## config.mk

```make
export PLATFORM = sky130hd
export DESIGN_NAME = serial_bit_feeder
export DESIGN_NICKNAME = d
export VERILOG_FILES = /design/src/rtl/serial_pkg.sv /design/src/rtl/serial_bit_feeder.sv
export SDC_FILE = /design/constraint.sdc
export NUM_CORES = 1
export LEC_CHECK = 0
export ABC_CLOCK_PERIOD_IN_PS = 2000
export BUFFER_PORTS_ARGS = -buffer_cell sky130_fd_sc_hd__buf_2
export CORE_MARGIN = 4
export CORE_UTILIZATION = 45
export CTS_BUF_LIST = sky130_fd_sc_hd__clkbuf_16
export DETAILED_ROUTE_END_ITERATION = 6
export PLACE_DENSITY_LB_ADDON = 0.25
export SLEW_MARGIN = 40
export SYNTH_ARGS = -nofsm -noshare
export SYNTH_HDL_FRONTEND = slang
export SYNTH_SLANG_ARGS = --single-unit
```

## constraint.sdc

```tcl
create_clock -name clk -period 2 [get_ports clk]
set_input_delay 0.2 -clock clk [delete_from_list [all_inputs] [get_ports clk]]
set_output_delay 0.2 -clock clk [all_outputs]
set_load 0.03 [all_outputs]
```

## src/rtl/serial_pkg.sv

```systemverilog
// serial_pkg: shared constants for the serial feeder and the 101101 detector.
package serial_pkg;
  typedef enum logic [1:0] {
    ST_IDLE  = 2'd0,
    ST_SHIFT = 2'd1
  } state_t;
  localparam int DATA_W_DEF = 8;
  localparam logic [5:0] DET_PATTERN = 6'b101101;
endpackage

```

## src/rtl/serial_bit_feeder.sv

```systemverilog
// serial_bit_feeder: parallel-in/serial-out stage with valid/ready input,
// gapless back-to-back words and a stall that freezes shifting.
module serial_bit_feeder
  import serial_pkg::*;
#(
  parameter int DATA_W    = DATA_W_DEF,
  parameter bit MSB_FIRST = 1'b1
) (
  input  logic              clk,
  input  logic              rst_n,
  input  logic [DATA_W-1:0] s_data,
  input  logic              s_valid,
  output logic              s_ready,
  input  logic              stall,
  output logic              ser_out,
  output logic              ser_valid,
  output logic              busy,
  output logic              word_done
);
  localparam int CW = $clog2(DATA_W);
  state_t            r_state, w_state_nxt;
  logic [DATA_W-1:0] r_sreg, w_sreg_nxt;
  logic [CW-1:0]     r_bcnt, w_bcnt_nxt;
  logic              w_run, w_last, w_xfer;
  assign w_run  = (r_state == ST_SHIFT) && !stall;
  assign w_last = r_bcnt == CW'(DATA_W - 1);
  // rst_n gating keeps s_ready low while reset is held
  assign s_ready   = rst_n && ((r_state == ST_IDLE) || (w_run && w_last));
  assign w_xfer    = s_valid && s_ready;
  assign ser_valid = w_run;
  assign ser_out   = w_run && (MSB_FIRST ? r_sreg[DATA_W-1] : r_sreg[0]);
  assign busy      = r_state == ST_SHIFT;
  assign word_done = w_run && w_last;
  always_comb begin
    w_state_nxt = r_state;
    w_sreg_nxt  = r_sreg;
    w_bcnt_nxt  = r_bcnt;
    if (w_xfer) begin
      w_state_nxt = ST_SHIFT;
      w_sreg_nxt  = s_data;
      w_bcnt_nxt  = '0;
    end else if (w_run) begin
      w_state_nxt = w_last ? ST_IDLE : ST_SHIFT;
      w_sreg_nxt  = MSB_FIRST ? {r_sreg[DATA_W-2:0], 1'b0} : {1'b0, r_sreg[DATA_W-1:1]};
      w_bcnt_nxt  = w_last ? '0 : r_bcnt + 1'b1;
    end
  end
  always_ff @(posedge clk or negedge rst_n) begin
    if (!rst_n) begin
      r_state <= ST_IDLE;
      r_sreg  <= '0;
      r_bcnt  <= '0;
    end else begin
      r_state <= w_state_nxt;
      r_sreg  <= w_sreg_nxt;
      r_bcnt  <= w_bcnt_nxt;
    end
  end
endmodule

```

==> results of run 1 <==
[flip-flops by register name, indices dropped and copies added, names as in the netlist]
name / cells
r_bcnt: 3
r_sreg: 8
r_state: 1
[critical path, stage by stage (launching register included)]
cell and delay (ps):
sky130_fd_sc_hd__dfrtp_1 390, sky130_fd_sc_hd__ha_1 200, sky130_fd_sc_hd__ha_1 200, sky130_fd_sc_hd__nand2b_1 90
sky130_fd_sc_hd__nand2_1 70, sky130_fd_sc_hd__and2_1 150, sky130_fd_sc_hd__buf_2 170
[report_power, final]
part,switching [uW],internal [uW]
registers,55.7,347
clock network,98.8,263
logic,193,230
[per-layer routing]
metal / routed length [um] / track usage, % / vias up
met2: 467 / 18.4 / 14
li1: - / - / 207
met5: 0 / 0 / -
met3: 69 / 4.74 / 2
met4: 12 / 5.11 / 0
met1: 465 / 16.8 / 188
[cells in the mapped netlist]
cell type | number | area, um^2
sky130_fd_sc_hd__nand2b_1 | 1 | 6.26
sky130_fd_sc_hd__a21oi_1 | 1 | 5.00
sky130_fd_sc_hd__mux2i_1 | 3 | 30.0
sky130_fd_sc_hd__dfrtp_1 | 12 | 300
sky130_fd_sc_hd__ha_1 | 2 | 25.0
sky130_fd_sc_hd__and2_1 | 3 | 18.8
sky130_fd_sc_hd__mux2_4 | 3 | 45.0
sky130_fd_sc_hd__nand2_1 | 3 | 11.3
sky130_fd_sc_hd__buf_2 | 1 | 5.00
sky130_fd_sc_hd__nor2b_4 | 1 | 13.8
sky130_fd_sc_hd__mux2_2 | 12 | 135
sky130_fd_sc_hd__buf_6 | 1 | 11.3
sky130_fd_sc_hd__nor2_1 | 4 | 15.0
sky130_fd_sc_hd__buf_8 | 1 | 15.0
sky130_fd_sc_hd__nor2b_1 | 1 | 6.26
[cell type report]
type                       instances  area, um^2  share of cell area (%)
clock buffer                       3        75.1                    9.22
clock inverter                     1        3.75                   0.461
multi-input combinational         34         312                    38.2
sequential                        12         300                    36.9
tap                               15        18.8                    2.30
timing repair buffer              19         105                    12.9
[per-stage QoR]
step / instances / instance area, um^2 / total power (uW) / util [%] / hold WS, ps
floorplan: 49 / 643 / 757 / - / -95.6
global route: 84 / 815 / 1290 / 61.8 / 189
global placement: 79 / 726 / 822 / 55.1 / 168
detailed placement: 79 / 726 / 832 / 55.1 / 170
CTS: 84 / 815 / 1210 / 61.8 / 186
finish: 84 / 815 / 1190 / 61.8 / 184
[how the worst max path moves through the flow]
stage                      startpoint                    end  slack (ps)
2_1_floorplan  r_state[0]$_DFFE_PN0P_  r_sreg[1]$_DFFE_PN0P_         340
5_1_grt         r_bcnt[0]$_DFFE_PN0P_                s_ready         190
3_3_place_gp    r_bcnt[0]$_DFFE_PN0P_  r_sreg[1]$_DFFE_PN0P_         450
6_report        r_bcnt[0]$_DFFE_PN0P_                s_ready         300
3_5_place_dp    r_bcnt[0]$_DFFE_PN0P_  r_sreg[1]$_DFFE_PN0P_         430
4_1_cts         r_bcnt[0]$_DFFE_PN0P_                s_ready         290
[kinds of logic after synthesis]
| group | count (synthesis) | share of synthesized area, % |
|---|---|---|
| compound gates | 1 | 0.777 |
| fa+ha+maj | 2 | 3.89 |
| buf+inv | 3 | 4.86 |
| flops | 12 | 46.7 |
| mux | 18 | 32.7 |
| simple gates | 13 | 11.1 |
==> results list, run 1 <==
* Fraction of layout instances using a drive strength above 1: 53.6%
- Summing every instance area after synthesis gives 643 um^2.
- Number of slew-limit violations in the final report: 0
* Total DRC errors in the routed layout: 0
- Vias: 411
- Max VDD drop: 681 uV
- Data on the critical path arrives at its endpoint at 1500 ps.
- For this design the top-level I/O count stands at 17.
* Total of cells resized after clock tree synthesis: 0
- TritonCTS built the clock tree.
* Clock tree buffer depth: 2
- In the routed layout, each cell is associated on average with a via count of 4.89.
* Number of setup violations in the final report: 0
- Along the worst path, the maximum fanout reaches 3.
* Yosys Warn Count: 0
- The via count of the first global-routing pass is 418.
- After synthesis the netlist holds a flip-flop and latch count of 12.
* Max capacitance violation total: 0
* Initial cell density of the core: 48.8%
- Drt pass-1 iters: 2
- The core region is 0.00132 mm^2.
* Clock-pin slew on the worst setup and hold paths: 40 ps
* Leading cell type in the layout, fill and taps excluded: sky130_fd_sc_hd__buf_2
- Share of the yosys chip area belonging to registers: 46.7%
- Leakage: 0.000430 uW
* Maximum number of pins on one net before global-route repair: 15
- Worst Hold End: r_state[0]$_DFFE_PN0P_
- The first global-routing pass estimated 1860 um of wire.
- Setup_tns: 0 ps
- Clock tree synthesis inserted a total of 3 buffers.
- For the worst flop-to-flop path, the logic depth is 6.
- In this run, the number of DRC markers left after iteration 0 of detailed routing was 1.
* Final critical-path share of the clock period: 84.9%
* Max Clock Freq: 0.589 GHz
* Total Routed Length: 1010 um
* Total Nets Final: 84
- Class of the tightest hold or removal check: in -> reg
- The netlist uses 15 different library cells.
- Number of antenna violations at the first check in global routing: 0
- The worst register-to-register path has a setup slack of 410 ps.
- Compared with the post-synthesis result, the final layout area differs by 26.7%.
- Standard-cell rows: 13
- Top library cells by usage in the layout, fill and taps aside: 16 x sky130_fd_sc_hd__buf_2, 12 x sky130_fd_sc_hd__mux2_2, 12 x sky130_fd_sc_hd__dfrtp_1, 4 x sky130_fd_sc_hd__nor2_1
- Once routing completed, OpenROAD measured the worst setup slack at 302 ps.
- The die covers 0.00210 mm^2.
- Outcome: completed
- Detail Placement HPWL: 744 um
- Measured along the x axis, the die boundary spans 45.8 um.
* Clock network latency to the later pin of the worst-skew pair: 240 ps
- OpenSTA, run right after detailed placement, puts the worst setup slack at 433 ps.
- The floorplan step set the die height to 45.8 um.
- Input and output buffers added on the ports amount to 16.
* Final estimated routing congestion in global placement: 0.665
* Transition time at the pin with the least slew margin: 399 ps
- Buffer count from post-CTS setup fixing: 0
- Critical path required time: 1800 ps
* Level count of the clock H-tree: 1
- After detailed routing, the average wire length per cell comes to 12.1 um.
* Number of stages on the worst hold path: 3
- Measured against its own limit, the worst slew margin works out to 73.3%.
* Category of the critical setup timing path: reg -> out
- The startpoint identified for the worst hold timing path is s_valid.
- CTS saw 12 sinks.
* Antenna-violating nets left: 0
- After technology mapping, the gate count stands at 49.
- Across the routed clock network, the largest skew measured is 2.57 ps.
- The number of antenna diodes in the final layout is 0.
* Hold-fix buffer count after cts: 1
- For this run the aggregate overflow at the end of global routing stands at 0.
* Power Dens Cells: 1460 mW/mm^2
* Mean instance size in the synthesized netlist: 13.1 um^2
* Endpoint of the most critical register-to-register path: r_sreg[1]$_DFFE_PN0P_
- Filler instances: 115
* Root cell of the clock tree: sky130_fd_sc_hd__clkbuf_16
- The worst setup path is captured at an output pin.
* Setup repair after global routing missed its margin: no
- Overall fraction of global-route tracks in use: 12.7%
* Worst reg2reg startpoint: r_bcnt[0]$_DFFE_PN0P_
* Shortest period the worst path allows: 1700 ps
- Counting every net in the synthesized netlist gives 63.
- Number of failing hold endpoints at the final stage: 0
- Critical Path Source Type: register
No activity file was read; power rests on OpenSTA's default activity.
==> run 2: changes to the inputs <==
--- a/config.mk
+++ b/config.mk
@@ -5,7 +5,7 @@
 export SDC_FILE = /design/constraint.sdc
 export NUM_CORES = 1
 export LEC_CHECK = 0
-export ABC_CLOCK_PERIOD_IN_PS = 2000
+export ABC_CLOCK_PERIOD_IN_PS = 1700
 export BUFFER_PORTS_ARGS = -buffer_cell sky130_fd_sc_hd__buf_2
 export CORE_MARGIN = 4
 export CORE_UTILIZATION = 45
==> constraint.sdc (replaced) <==
create_clock -name clk -period 1.7 [get_ports clk]
set_input_delay 0.17 -clock clk [delete_from_list [all_inputs] [get_ports clk]]
set_output_delay 0.17 -clock clk [all_outputs]
set_load 0.03 [all_outputs]
==> results list, run 2 (synthesized netlist as in run 1, its figures left out) <==
- Family of cells with the greatest summed delay on the critical path: adder cells
- The first global-routing pass estimated 1900 um of wire.
- Total power for the finished layout comes to 1460 uW.
- Final estimated routing congestion in global placement: 0.706
- IR analysis of the VDD net gives a maximum drop of 921 uV.
- Final critical-path share of the clock period: 95.3%
* Maximum number of pins on one net before global-route repair: 14
- Leaving out fill and tap cells, the most frequent cell in the layout is sky130_fd_sc_hd__buf_2.
- Crit end category: output pin
* # IOs: 17
- Number of stages on the worst hold path: 2
* Critical path peak fanout: 3
- Power Dens Cells: 1700 mW/mm^2
* Level count of the clock H-tree: 1
- Cells fill 65.4% of the core in the end.
- Outcome: completed
- Traced cell by cell, the critical path runs through ha_1 > ha_2 > nand2b_1 > nand2_1 > and2_1 > buf_4.
- Setup repair after global routing missed its margin: yes
* Class of the tightest hold or removal check: in -> reg
- The clock passes through at most 2 buffers.
- For the worst setup path, the data arrival time is 1450 ps.
- In the final routed layout, each cell accounts on average for 12.5 um.
- Global routing finished with a remaining overflow of 0.
- Worst-path cell with the longest stage delay: sky130_fd_sc_hd__dfrtp_1
- Final-layout worst hold slack: 163 ps
- Between clock sinks in the finished design, the worst skew comes to 1.60 ps.
- Clock tree synthesis found a total of 12 sinks.
- Drt pass-1 iters: 4
- Once routing completed, OpenROAD measured the worst setup slack at 80.6 ps.
- Overall fraction of global-route tracks in use: 13.5%
- Die boundary width: 45.8 um
- The number of hold violations in the final report came to 0.
* Placed cells: 80
- Fraction of layout instances using a drive strength above 1: 57.5%
- DRC violation total after the first TritonRoute iteration: 6
* Shortest period the worst path allows: 1620 ps
- Worst setup timing slack at the placement stage: 117 ps
- For the worst setup path, the data required time is 1530 ps.
- Rel. slew slack: 88.0%
- The count of nets left with antenna violations once routing finished came out at 0.
- Clock-pin slew was measured on the worst setup and hold paths at 40 ps.
- The worst register-to-register path has a depth of 6.
- In the final layout, the registers with the most flip-flops are r_sreg (8), r_bcnt (3), r_state (1).
- Together, buffers and inverters on the worst path number 1.
- Detail Placement HPWL: 787 um
- The register with the most flip-flops in the layout has 8 of them.
- Port buffering added 16 buffers.
- The tool flagged a number of max-cap violations equal to 0.
* Post-route insts no fill: 88
- Transition time at the pin with the least slew margin: 175 ps
- The final number of max-transition violations was 0.
- Row generation in the floorplan step produced 13 rows.
- Leakage: 0.000452 uW
- Critical Path Stages: 6
- The root buffer cell chosen for the clock tree is sky130_fd_sc_hd__clkbuf_16.
* Die area: 0.00210 mm^2
- Wires add up to 1100 um.
- Clock tree from TritonCTS: built
* Total DRC errors in the routed layout: 0
- For this run, the slowest stage of the critical path takes 370 ps.
* Floorplan Core Area: 0.00132 mm^2
* Routed vias/inst: 4.78
- STA classifies the critical path startpoint as a register.
- Ranked by flip-flop count, first place goes to r_sreg.
- The via count of the first global-routing pass was 450.
- Static timing analysis puts the maximum clock frequency at 0.618 GHz.
* Die Height: 45.8 um
- The critical path in this run is classified as reg -> out.
* Initial cell density of the core: 48.8%
- Number of setup violations in the final report: 0
- Layout Area Growth over Synthesis: 34.0%
- The final route contains 421 vias.
- In the final design database the tool counted 88 nets.
- Top library cells by usage in the layout, fill and taps aside: 15 x sky130_fd_sc_hd__buf_2, 12 x sky130_fd_sc_hd__mux2_2, 12 x sky130_fd_sc_hd__dfrtp_1, 6 x sky130_fd_sc_hd__buf_4, 4 x sky130_fd_sc_hd__nor2_1
- Clock network latency to the later pin of the worst-skew pair: 240 ps
- The number of antenna diodes in the final layout is 0.
- TritonCTS created 3 clock buffers.
* Number of antenna violations at the first check in global routing: 0
run 2: cell types whose count changed in the layout (fill, tap and decap cells not counted), sizes merged:
cell	change
buf	+4
run 2: layout make-up:
class	count	area (um^2)
clock buffers	3	75.1
clock inverters	1	3.75
fillers	106	455
multi-input cells	34	314
flip-flops and latches	12	300
well taps	15	18.8
repair buffers	23	150
run 2: worst paths after layout:
check / from / to / slack, ps
min in group asynchronous: rst_n / r_bcnt[1]$_DFFE_PN0P_ / 410
max in group asynchronous: rst_n / r_bcnt[0]$_DFFE_PN0P_ / 1130
max reg2reg: r_bcnt[1]$_DFFE_PN0P_ / r_sreg[2]$_DFFE_PN0P_ / 140
min: s_data[5] / r_sreg[5]$_DFFE_PN0P_ / 160
max: r_bcnt[0]$_DFFE_PN0P_ / s_ready / 80
min reg2reg: r_state[0]$_DFFE_PN0P_ / r_state[0]$_DFFE_PN0P_ / 540
run 2: power breakdown:
group / internal [uW] / switching (uW)
sequential: 408 / 65.9
combinational: 320 / 243
clock: 309 / 117
run 2: what timing repair did:
action / 4_1_cts / 5_1_grt
endpoints found under the setup margin: 0 / 10
setup buffers: 0 / 3
hold buffers: 1 / 0
gates resized for setup: 0 / 3
endpoints found under the hold margin: 12 / 0
run 2: metal layers:
layer  up-vias  track usage, %  part of all wire [%]
li1        213               -                     -
met3         0            5.93                   5.3
met2        11            22.6                    52
met5         -               0                     0
met4         0            5.11                     0
met1       197            15.0                    42
run 2: through the flow:
stage / TNS [ps] / instance area, um^2
floorplan: 0 / 643
global placement: 0 / 733
detailed placement: 0 / 733
CTS: 0 / 822
global route: -143 / 862
finish: 0 / 862
